**src/rtl/game_round_ctrl.sv**
```systemverilog
// Round controller for the factorization quiz: READY -> QUESTION -> INPUT, timed result holds, HP tracking.
// Optional macro ROUND_CNT_EN adds a saturating ROUND_CNT output counting scored rounds.
module game_round_ctrl #(
   parameter int HOLD_CYCLES = 8,
   parameter int TMO_CYCLES  = 64,
   parameter int MAX_WRONG   = 3,
   parameter int HP_INIT     = 3,
   parameter int HP_W        = 3
) (
   input  logic                           CLK,
   input  logic                           RST_N,
   input  logic                           START,
   input  logic                           QUE_VALID,
   input  logic                           QUE_ACK,
   input  logic                           ANS_VALID,
   input  logic [1:0]                     ANS_CODE,
   output logic [3:0]                     STATE,
   output logic                           QUE_REQ,
   output logic                           INPUT_EN,
   output logic                           HOLD_ACTIVE,
   output logic [HP_W-1:0]                HP_P,
   output logic [HP_W-1:0]                HP_E,
   output logic [$clog2(MAX_WRONG+1)-1:0] WRONG_CNT
`ifdef ROUND_CNT_EN
   ,
   output logic [7:0]                     ROUND_CNT
`endif
);

   localparam int WW  = $clog2(MAX_WRONG + 1);
   localparam int HCW = $clog2(HOLD_CYCLES + 1);
   localparam int TCW = $clog2(TMO_CYCLES + 1);

   localparam logic [HCW-1:0]  HOLD_LAST = HCW'(HOLD_CYCLES - 1);
   localparam logic [TCW-1:0]  TMO_LAST  = TCW'(TMO_CYCLES - 1);
   localparam logic [WW-1:0]   WRONG_LIM = WW'(MAX_WRONG);
   localparam logic [HP_W-1:0] HP_RST    = HP_W'(HP_INIT);

   typedef enum logic [3:0] {
      ST_READY    = 4'b0010,
      ST_QUESTION = 4'b0011,
      ST_INPUT    = 4'b0100,
      ST_DRAW     = 4'b0110,
      ST_WRONG    = 4'b0111,
      ST_GOOD     = 4'b1000,
      ST_OUCH     = 4'b1001,
      ST_WIN      = 4'b1010,
      ST_LOSE     = 4'b1011
   } state_t;

   function automatic logic is_result(input state_t s);
      logic r;
      case (s)
         ST_WRONG, ST_GOOD, ST_OUCH, ST_DRAW, ST_WIN, ST_LOSE: r = 1'b1;
         default:                                              r = 1'b0;
      endcase
      return r;
   endfunction

   state_t          state_r;
   state_t          next_s;
   logic            que_req_r;
   logic            input_en_r;
   logic            hold_active_r;
   logic [HP_W-1:0] hp_p_r;
   logic [HP_W-1:0] hp_e_r;
   logic [WW-1:0]   wrong_cnt_r;
   logic [TCW-1:0]  tmo_cnt_r;
   logic [HCW-1:0]  hold_cnt_r;

   logic que_go_s;
   logic clr_wrong_s;
   logic wrong_inc_s;
   logic dec_p_s;
   logic dec_e_s;
   logic reload_s;
   logic round_inc_s;
   logic hold_done_s;
   logic tmo_done_s;

   assign hold_done_s = (hold_cnt_r == HOLD_LAST);
   assign tmo_done_s  = (tmo_cnt_r == TMO_LAST);

   // Next-state decode and per-edge update strobes
   always_comb begin
      next_s      = state_r;
      que_go_s    = 1'b0;
      clr_wrong_s = 1'b0;
      wrong_inc_s = 1'b0;
      dec_p_s     = 1'b0;
      dec_e_s     = 1'b0;
      reload_s    = 1'b0;
      round_inc_s = 1'b0;
      case (state_r)
         ST_READY: begin
            if (START && QUE_VALID) begin
               next_s   = ST_QUESTION;
               que_go_s = 1'b1;
            end else begin
               next_s = ST_READY;
            end
         end
         ST_QUESTION: begin
            if (QUE_ACK) begin
               next_s      = ST_INPUT;
               clr_wrong_s = 1'b1;
            end else begin
               next_s = ST_QUESTION;
            end
         end
         ST_INPUT: begin
            // Abort beats a judged answer, which beats the timeout
            if (!QUE_ACK) begin
               next_s = ST_QUESTION;
            end else if (ANS_VALID) begin
               case (ANS_CODE)
                  2'b00: begin
                     wrong_inc_s = 1'b1;
                     if ((wrong_cnt_r + WW'(1)) == WRONG_LIM) begin
                        next_s  = ST_OUCH;
                        dec_p_s = 1'b1;
                     end else begin
                        next_s = ST_WRONG;
                     end
                  end
                  2'b01: begin
                     next_s  = ST_GOOD;
                     dec_e_s = 1'b1;
                  end
                  2'b10: begin
                     next_s  = ST_OUCH;
                     dec_p_s = 1'b1;
                  end
                  default: next_s = ST_DRAW;
               endcase
            end else if (tmo_done_s) begin
               next_s  = ST_OUCH;
               dec_p_s = 1'b1;
            end else begin
               next_s = ST_INPUT;
            end
         end
         ST_WRONG: begin
            if (hold_done_s) begin
               next_s = ST_INPUT;
            end else begin
               next_s = ST_WRONG;
            end
         end
         ST_GOOD: begin
            if (!hold_done_s) begin
               next_s = ST_GOOD;
            end else if (hp_e_r == {HP_W{1'b0}}) begin
               next_s = ST_WIN;
            end else begin
               next_s = ST_READY;
            end
         end
         ST_OUCH: begin
            if (!hold_done_s) begin
               next_s = ST_OUCH;
            end else if (hp_p_r == {HP_W{1'b0}}) begin
               next_s = ST_LOSE;
            end else begin
               next_s = ST_READY;
            end
         end
         ST_DRAW: begin
            if (hold_done_s) begin
               next_s = ST_READY;
            end else begin
               next_s = ST_DRAW;
            end
         end
         ST_WIN, ST_LOSE: begin
            if (hold_done_s) begin
               next_s   = ST_READY;
               reload_s = 1'b1;
            end else begin
               next_s = state_r;
            end
         end
         default: next_s = ST_READY;
      endcase
      if ((state_r == ST_INPUT) &&
          ((next_s == ST_GOOD) || (next_s == ST_OUCH) || (next_s == ST_DRAW))) begin
         round_inc_s = 1'b1;
      end else begin
         round_inc_s = 1'b0;
      end
   end

   // State register and registered status outputs, derived from the next state
   always_ff @(posedge CLK or negedge RST_N) begin
      if (!RST_N) begin
         state_r       <= ST_READY;
         que_req_r     <= 1'b0;
         input_en_r    <= 1'b0;
         hold_active_r <= 1'b0;
      end else begin
         state_r       <= next_s;
         que_req_r     <= que_go_s;
         input_en_r    <= (next_s == ST_INPUT);
         hold_active_r <= is_result(next_s);
      end
   end

   // Timeout and hold counters restart whenever their state is (re)entered
   always_ff @(posedge CLK or negedge RST_N) begin
      if (!RST_N) begin
         tmo_cnt_r  <= {TCW{1'b0}};
         hold_cnt_r <= {HCW{1'b0}};
      end else begin
         if ((state_r == ST_INPUT) && (next_s == ST_INPUT)) begin
            tmo_cnt_r <= tmo_cnt_r + TCW'(1);
         end else begin
            tmo_cnt_r <= {TCW{1'b0}};
         end
         if (is_result(state_r) && (next_s == state_r)) begin
            hold_cnt_r <= hold_cnt_r + HCW'(1);
         end else begin
            hold_cnt_r <= {HCW{1'b0}};
         end
      end
   end

   // Wrong-answer count survives WRONG -> INPUT, cleared only from QUESTION
   always_ff @(posedge CLK or negedge RST_N) begin
      if (!RST_N) begin
         wrong_cnt_r <= {WW{1'b0}};
      end else if (clr_wrong_s) begin
         wrong_cnt_r <= {WW{1'b0}};
      end else if (wrong_inc_s) begin
         wrong_cnt_r <= wrong_cnt_r + WW'(1);
      end else begin
         wrong_cnt_r <= wrong_cnt_r;
      end
   end

   // Hit points: saturating decrements, reloaded when WIN/LOSE ends
   always_ff @(posedge CLK or negedge RST_N) begin
      if (!RST_N) begin
         hp_p_r <= HP_RST;
         hp_e_r <= HP_RST;
      end else if (reload_s) begin
         hp_p_r <= HP_RST;
         hp_e_r <= HP_RST;
      end else begin
         if (dec_p_s && (hp_p_r != {HP_W{1'b0}})) begin
            hp_p_r <= hp_p_r - HP_W'(1);
         end else begin
            hp_p_r <= hp_p_r;
         end
         if (dec_e_s && (hp_e_r != {HP_W{1'b0}})) begin
            hp_e_r <= hp_e_r - HP_W'(1);
         end else begin
            hp_e_r <= hp_e_r;
         end
      end
   end

`ifdef ROUND_CNT_EN
   logic [7:0] round_cnt_r;

   // Scored-round counter, saturating, cleared at the end of a match
   always_ff @(posedge CLK or negedge RST_N) begin
      if (!RST_N) begin
         round_cnt_r <= 8'd0;
      end else if (reload_s) begin
         round_cnt_r <= 8'd0;
      end else if (round_inc_s && (round_cnt_r != 8'd255)) begin
         round_cnt_r <= round_cnt_r + 8'd1;
      end else begin
         round_cnt_r <= round_cnt_r;
      end
   end

   assign ROUND_CNT = round_cnt_r;
`endif

   assign STATE       = state_r;
   assign QUE_REQ     = que_req_r;
   assign INPUT_EN    = input_en_r;
   assign HOLD_ACTIVE = hold_active_r;
   assign HP_P        = hp_p_r;
   assign HP_E        = hp_e_r;
   assign WRONG_CNT   = wrong_cnt_r;

endmodule

```
**config.mk**
```make
export PLATFORM = sky130hd
export DESIGN_NAME = game_round_ctrl
export DESIGN_NICKNAME = d
export VERILOG_FILES = /design/src/rtl/game_round_ctrl.sv
export SDC_FILE = /design/constraint.sdc
export NUM_CORES = 1
export LEC_CHECK = 0
export ABC_CLOCK_PERIOD_IN_PS = 1800
export CELL_PAD_IN_SITES_DETAIL_PLACEMENT = 1
export CELL_PAD_IN_SITES_GLOBAL_PLACEMENT = 1
export CORE_UTILIZATION = 37
export CTS_BUF_LIST = sky130_fd_sc_hd__clkbuf_16
export DETAILED_ROUTE_END_ITERATION = 16
export PLACE_DENSITY = 0.85
export REMOVE_ABC_BUFFERS = 1
export SYNTH_ARGS = -nofsm -noshare
export SYNTH_HDL_FRONTEND = slang
export SYNTH_SLANG_ARGS = --single-unit
```
**constraint.sdc**
```tcl
create_clock -name CLK -period 1.8 [get_ports CLK]
set_clock_uncertainty 0.15 [all_clocks]
set_input_delay 0.27 -clock CLK [delete_from_list [all_inputs] [get_ports CLK]]
set_output_delay 0.27 -clock CLK [all_outputs]
set_load 0.1 [all_outputs]
```
Word-level counts from Yosys, hierarchy flattened

Cells that the tools add are included.

Bits of input ports: 8
Register bits: 26
Word-level logic and storage cells: 97
Output and inout port bits: 15

Reductions and logical operators: 16
Eq/ne operators: 22
$add $sub $neg: 5
Muxes and demuxes: 45

Operators by type and width:

| cell                  | count |
|---|---|
| $mux W4               | 10 |
| $eq A4 B4 Y1 const B  | 8 |
| $pmux W4 S8           | 1 |
| $eq A4 B3 Y1 const B  | 7 |
| $mux W1               | 22 |
| $mux W3               | 6 |
| $pmux W4 S3           | 1 |
| $reduce_or A6 Y1      | 2 |
| $eq A4 B2 Y1 const B  | 2 |
| $add A7 B1 Y7 const B | 1 |
| $eq A7 B6 Y1 const B  | 1 |
| $mux W7               | 1 |
| $logic_not A3 Y1      | 2 |
| $mux W2               | 3 |
| $reduce_bool A2 Y1    | 3 |
| $reduce_bool A3 Y1    | 2 |
| $sub A3 B1 Y3 const B | 2 |
| $logic_and A1 B1 Y1   | 5 |
| $add A4 B1 Y4 const B | 1 |
| $eq A2 B2 Y1 const B  | 2 |
| $eq A4 B4 Y1          | 1 |
| $add A2 B1 Y2 const B | 1 |
| $eq A2 B1 Y1 const B  | 1 |
| $logic_not A2 Y1      | 1 |
| other kinds (2)       | 2 |

Logic depth before layout (Yosys ltp)

Gate-level depths: netlist (run 1).

Word-level depth: 10
Gate-level depth with buffers: 8
Mapped depth without buffers: 8

Least setup slack after synthesis (run 1)

Ideal clock, no wire load.

Path kind: flip-flop to flip-flop
Start point: register state_r[2], in the netlist STATE[2]
End point: register hold_cnt_r[1]
Buffers on the path: 1
Clock period less this slack: 2.438 ns
Library setup time: 0.088 ns
Required time: 1.562 ns
Arrival: 2.200 ns
Cell stages (with the launch flop): 7
Slack: -0.638 ns
Cells stage by stage: dfrtp_1 clkbuf_2 nor4b_4 and2_2 a21boi_0 o21a_1 nor3b_1

Cells in the longest elaborated chain, start to end: 6
Elaborated cells between the ends (all ways): 17
Classes of those cells: eq/ne: 10; mux: 4; reduce/logical: 3

RTL lines:

| what                   | RTL line | source |
|---|---|---|
| start, declared        | 60       | `state_t state_r;` |
| start signal, assigned | 201      | `state_r <= next_s;` |
| $eq A4 B4 Y1           | 53, 94   |  |
| $reduce_or A2 Y1       | 94       | `case (state_r)` |
| $pmux W4 S8            | 94       |  |
| $eq A4 B4 Y1           | 219      | `if (is_result(state_r) && (next_s == state_r)) begin` |
| $logic_and A1 B1 Y1 *  | 219      |  |
| $mux W4 *              | 219      |  |
| end signal, assigned   | 212      | `hold_cnt_r <= {HCW{1'b0}};` |
| end signal, assigned   | 220      | `hold_cnt_r <= hold_cnt_r + HCW'(1);` |
| end signal, assigned   | 222      | `hold_cnt_r <= {HCW{1'b0}};` |
| end, declared          | 69       | `logic [HCW-1:0] hold_cnt_r;` |

Mark *: on every way between the ends. The rest lies on a longest branch, timed or not.
A chain may end at the register's enable or synchronous reset.

Worst setup path after layout (run 1)

Start point: register hold_cnt_r[0]
End point: register tmo_cnt_r[2]

Cells in the longest elaborated chain, start to end: 6
Elaborated cells between the ends (all ways): 10
Classes of those cells: eq/ne: 2; mux: 7; reduce/logical: 1

RTL lines:

| what                            | RTL line | source |
|---|---|---|
| $eq A4 B3 Y1 *                  | 81       | `assign hold_done_s = (hold_cnt_r == HOLD_LAST);` |
| $mux W4 (tied with other cells) | 176      | `if (hold_done_s) begin` |
| $pmux W4 S8 *                   | 94       |  |
| $eq A4 B3 Y1 *                  | 214      | `if ((state_r == ST_INPUT) && (next_s == ST_INPUT)) begin` |
| $logic_and A1 B1 Y1 *           | 214      |  |
| $mux W7 *                       | 214      |  |
| end signal, assigned            | 211      | `tmo_cnt_r <= {TCW{1'b0}};` |
| end signal, assigned            | 215      | `tmo_cnt_r <= tmo_cnt_r + TCW'(1);` |
| end signal, assigned            | 217      | `tmo_cnt_r <= {TCW{1'b0}};` |
| end, declared                   | 68       | `logic [TCW-1:0] tmo_cnt_r;` |

Marked as above.

==> metrics, run 1 <==
fin nets 256; Syn Inst Count 151; Synth Area in Compound Gates 0.139; worst r2r src hold_cnt_r[0]; Reg2Reg Setup Slack -0.31 ns; unrepaired setup endpoints after global routing true; Slew headroom 0.728; max cap viols 0; YS warnings 0; largest net degree at the start of global routing 27; status complete, but fails checks; num ports 23; failing checks setup timing; post-synth top area share 0.352; fill cell count 374; CTS clk-pin slew, worst paths 0.08 ns; dominant cell type by area after synthesis dfrtp_1; Worst setup SP type flip-flop; Post-Synth XOR/XNOR Area 0.0528; final WL 7250 um; Die Span X 65.5 um; Main synth FF type dfrtp_1; mux contribution to synthesized area 0.0134; Core Region 0.00377 mm^2; total grt overflow 0; Mapped Area 0.00149 mm^2; peak fanout along the critical path 7; fin area 0.00268 mm^2; commonest cells in the netlist dfrtp_1 (21), inv_1 (14), nand2_1 (12), nor2_1 (12), ha_1 (11); Clk pwr share 0.161; Synth Area in Simple Gates 0.217; Comb power frac 0.632; Hold Crit Class in -> async; sequential area share after synthesis 0.440; Final Slew Violations 0; Fmax 475 MHz; H-tree depth 1; Final Core Density 0.711; CTS Root Cell clkbuf_16; ranking of synthesized cells by area dfrtp_1 (35%), ha_1 (9.2%), dfstp_2 (8.8%); final hold vios 0; Worst EP arrival 2.16 ns; Critical Path Sink Type flip-flop; initial antenna violation count 0; post-synth cell types 43; Static Leak 1.23 nW; first-pass GRT wire length 9500 um; ratio of cells with drive above 1 in the final layout 0.564; DR iter-0 viols 86; worst-margin pin slew 0.405 ns; DRC viols 0; Initial Utilization 0.396; Sw Ratio 0.459; CTS Buf Count 3; net load switching power 1.99 mW; Final setup viols 24; CTS Sinks 26; internal power 2.35 mW; largest family of logic cells by synthesized area simple AND/OR/NAND/NOR gates; R2R cell count 7; crit path from hold_cnt_r[0]; Post-synth ARST share 1.00; Sum Neg Setup Slack -4.81 ns; Post-CTS Hold Buffers 0; die area 0.00430 mm^2; Total GRT Usage 0.315; crit path kind reg -> reg; Worst EP required 1.86 ns; most numerous cell in the Yosys netlist dfrtp_1; number of synthesized flops with an enable pin 0; vias post-DR 1,658; Port Buffer Count 22; final setup margin -0.307 ns; Peak VDD IR 1.07 mV; fin crit share 1.17; Crit Reg-Reg Endpoint tmo_cnt_r[2]; CTS tree yes; vias per cell 5.84; Final HPWL DP 3770 um; number of global-route vias before repair 1,764; PnR Total Power 4.34 mW; Area Overhead vs Synth 79.6%; fin crit period 2.11 ns; mean post-synth cell area 9.89 um^2; CTS Buffer Depth 2; Routed Antenna Nets 0; routed len/inst 25.5 um; power density cells 1620 mW/mm^2; std cell rows 22; post-synthesis adder-cell area fraction 0.0921; sequential share of power 0.207; DIE HEIGHT 65.5 um; ANT cells 0; RD Place Congestion 0.847; Yosys reg bits 26; Placed Area 0.00223 mm^2; DR pass1 iterations 4; Worst-Skew Late Latency 0.28 ns
-- worst max-delay path by stage --
stage | end | slack, ns | cells past startpoint
floorplan | hold_cnt_r[1] | -0.58 | 5
global placement | hold_cnt_r[1] | -0.40 | 8
detailed placement | hold_cnt_r[1] | -0.62 | 8
CTS | tmo_cnt_r[6] | -0.26 | 9
global route | tmo_cnt_r[2] | -0.36 | 7
finish | tmo_cnt_r[2] | -0.31 | 7
-- final cells by class --
| cell class | count | area [um^2] | share of cell area |
|---|---|---|---|
| inverter | 14 | 52.6 | 0.0196 |
| clock buffer | 3 | 75.1 | 0.0280 |
| timing repair buffer | 84 | 837 | 0.312 |
| tap | 48 | 60.1 | 0.0224 |
| clock inverter | 1 | 30.0 | 0.0112 |
| multi-input combinational | 108 | 968 | 0.361 |
| sequential | 26 | 659 | 0.246 |
-- routing by layer --
layer | GRT usage | vias up | share of wire
met4 | 0.152 | 0 | 0.050
met3 | 0.0451 | 33 | 0.046
met2 | 0.597 | 83 | 0.53
met5 | 0 | - | 0
met1 | 0.335 | 847 | 0.37
li1 | - | 695 | -
-- metrics by stage --
stage / worst slack, ns / cells / hold WS (ns)
2_1_floorplan: -0.578 / 148 / -0.176
3_3_place_gp: -0.399 / 261 / 0.287
3_5_place_dp: -0.625 / 261 / 0.317
4_1_cts: -0.265 / 276 / 0.234
5_1_grt: -0.361 / 284 / 0.264
6_report: -0.307 / 284 / 0.220
-- worst max-delay path, stage by stage (launching register included) --
cell	delay, ns
dfrtp_1	0.38
ha_2	0.20
and3b_2	0.27
a211oi_4	0.10
a2111oi_2	0.35
buf_4	0.21
nand4b_4	0.20
nor2_1	0.17
-- flip-flops by register name, summed over array words and instances, names as in the netlist --
name,flops
HOLD_ACTIVE,1
QUE_REQ,1
tmo_cnt_r,7
WRONG_CNT,2
STATE,4
INPUT_EN,1
HP_E,3
HP_P,3
hold_cnt_r,4
-- power groups by stage --
stage          clock (mW)  sequential, mW  combinational (mW)
3_3_place_gp            0           0.856                2.13
6_report            0.699           0.898                2.75
5_1_grt             0.708           0.905                2.83
2_1_floorplan           0            1.66               0.410
4_1_cts             0.678           0.874                2.45
3_5_place_dp            0           0.873                2.22
-- cell families after synthesis --
group | after synthesis
simple gates | 57
buf+inv | 17
flops | 26
xor+xnor | 9
fa+ha+maj | 11
mux | 2
compound gates | 29
-- timing repair --
item                                   in CTS  in global routing
resized for setup                          40                 20
setup endpoints to repair                  21                 24
endpoints found under the hold margin       0                  0
setup buffers                              11                  8
pin swaps                                  21                 14
-- placed cells by master (no fill, tap or decap), drive strengths merged, types with 2 or more instances in the layout --
cell            n
o21ai           6
dlygate4sd2     2
o21a            2
nor2b           4
buf            77
xor2            3
a211oi          2
dfstp           5
and2            2
nor2           12
clkdlybuf4s50   5
dfrtp          21
nand3           4
nor3            5
nand2          12
ha             11
nand4           2
a21boi          2
o211ai          3
o211a           2
nor3b           2
inv            14
a21oi           5
mux2i           2
nand2b          5
xnor2           6
clkbuf          3
or2             2
(Power assumes the default switching activity.)
==> run 2: changes to the inputs <==
CORE_UTILIZATION = 35   (was 37)
CTS_BUF_LIST = not set   (was sky130_fd_sc_hd__clkbuf_16)
PLACE_DENSITY = 0.81   (was 0.85)
==> metrics, run 2 (synthesized netlist as in run 1, its figures left out) <==
std cell rows 23 (was 22); CTS clk-pin slew, worst paths 0.11 ns (was 0.08 ns); Fmax 491 MHz (was 475 MHz); final cell count without fillers 276 (was 284); max reg flops 7 (unchanged); fin area 0.00266 mm^2 (was 0.00268 mm^2); power density cells 1510 mW/mm^2 (was 1620 mW/mm^2); Final HPWL DP 3300 um (was 3770 um); DR WL met2 3170 um (was 3860 um); status complete, but fails checks (unchanged); vias per cell 5.34 (was 5.84); peak fanout along the critical path 3 (was 7); failing checks setup timing (unchanged); number of global-route vias before repair 1,649 (was 1,764); ratio of cells with drive above 1 in the final layout 0.549 (was 0.564); DRC viols 0 (unchanged); Final Slew Violations 0 (unchanged); CTS Sinks 26 (unchanged); met1 wire length 2300 um (was 2690 um); routed len/inst 21.1 um (was 25.5 um); worst-margin pin slew 0.472 ns (was 0.405 ns); PnR Total Power 4.01 mW (was 4.34 mW); placed cells 257 (was 261); Critical Path Sink Type flip-flop (unchanged); Worst-Skew Late Latency 0.28 ns (about the same); Post-CTS Hold Buffers 0 (unchanged); Hold Crit Class in -> async (unchanged); Placed Area 0.00220 mm^2 (was 0.00223 mm^2); Die Span X 67.3 um (was 65.5 um); fin crit share 1.13 (was 1.17); first-pass GRT wire length 8310 um (was 9500 um); CTS Buffer Depth 2 (unchanged); Static Leak 1.19 nW (was 1.23 nW); Top reg by flops tmo_cnt_r (unchanged); unrepaired setup endpoints after global routing true (unchanged); H-tree depth 1 (unchanged); vias post-DR 1,474 (was 1,658); commonest non-fill, non-tap cell in the layout buf_4 (unchanged); DR iter-0 viols 38 (was 86); Sum Neg Setup Slack -3.75 ns (was -4.81 ns); final WL 5830 um (was 7250 um); Final setup viols 22 (was 24); Core Region 0.00406 mm^2 (was 0.00377 mm^2); Worst EP arrival 2.05 ns (was 2.16 ns); fin crit period 2.04 ns (was 2.11 ns); final hold vios 0 (unchanged); DIE HEIGHT 67.3 um (was 65.5 um); CTS Buf Count 3 (unchanged); total grt overflow 0 (unchanged); Slew headroom 0.684 (was 0.728); fin nets 246 (was 256); Port Buffer Count 22 (unchanged); largest net degree at the start of global routing 27 (unchanged); Peak VDD IR 1.28 mV (was 1.07 mV); Worst setup SP type primary input (was flip-flop); die area 0.00453 mm^2 (was 0.00430 mm^2); CTS tree yes (unchanged); RD Place Congestion 0.814 (was 0.847); initial antenna violation count 0 (unchanged); crit path kind in -> reg (was reg -> reg); most frequent cells in the layout buf_4 (49), dfrtp_1 (21), buf_12 (16) (was buf_4 (61), dfrtp_1 (19), buf_12 (15)); DR pass1 iterations 4 (unchanged); ANT cells 0 (unchanged); CTS Root Cell clkbuf_8 (was clkbuf_16); WL met3 166 um (was 336 um); Worst EP required 1.81 ns (was 1.86 ns); Initial Utilization 0.368 (was 0.396); final setup margin -0.236 ns (was -0.307 ns); Routed Antenna Nets 0 (unchanged); Area Overhead vs Synth 78.3% (was 79.6%); num ports 23 (unchanged); Total GRT Usage 0.254 (was 0.315); max cap viols 0 (unchanged); Top Metal Used met4 (unchanged)
run 2: worst paths after layout:
check | end | slack [ns] | cells past startpoint | start
min reg2reg | tmo_cnt_r[0] | 0.36 | 1 | tmo_cnt_r[0]
min | hold_cnt_r[2] | 0.21 | 2 | RST_N
max reg2reg | tmo_cnt_r[1] | -0.23 | 6 | STATE[1]
max | HOLD_ACTIVE | -0.24 | 9 | ANS_CODE[0]
max in group asynchronous | HP_P[1] | 0.98 | 2 | RST_N
min in group CLK | tmo_cnt_r[0] | 0.36 | 1 | tmo_cnt_r[0]
run 2: what timing repair did:
action | in CTS | in global routing
buffers inserted | 8 | 8
pin swaps | 18 | 21
gates resized for setup | 33 | 35
endpoints found under the setup margin | 21 | 23
run 2: final cells by class:
cell class	instances	area, um^2
clock buffer	3	41.3
clock inverter	1	30.0
fill	420	1390
inverter	14	52.6
multi-input combinational	108	1040
sequential	26	657
tap	50	62.6
timing repair buffer	74	785
run 2: report_power, final:
group	leakage, nW	total, mW	internal (mW)	switching [mW]
logic	0.811	2.63	1.12	1.51
registers	0.338	0.871	0.743	0.128
clock network	0.0357	0.515	0.298	0.217
run 2: per-layer routing:
metal / vias up / global-route usage
met4: 0 / 0.122
met5: - / 0
li1: 666 / -
met3: 14 / 0.0372
met2: 49 / 0.463
met1: 745 / 0.286
run 2: critical path, stage by stage:
cell             delay [ns]
clkdlybuf4s50_1        0.49
inv_1                  0.07
ha_2                   0.20
nor2b_2                0.17
o21ai_2                0.24
buf_4                  0.16
a21oi_2                0.07
o21ai_0                0.25
mux2i_1                0.12
run 2: metrics by stage:
stage / hold slack (ns) / util / worst slack, ns
floorplan: -0.176 / - / -0.578
finish: 0.212 / 0.656 / -0.236
global placement: 0.289 / 0.542 / -0.375
CTS: 0.229 / 0.604 / -0.341
detailed placement: 0.312 / 0.542 / -0.499
global route: 0.243 / 0.656 / -0.311
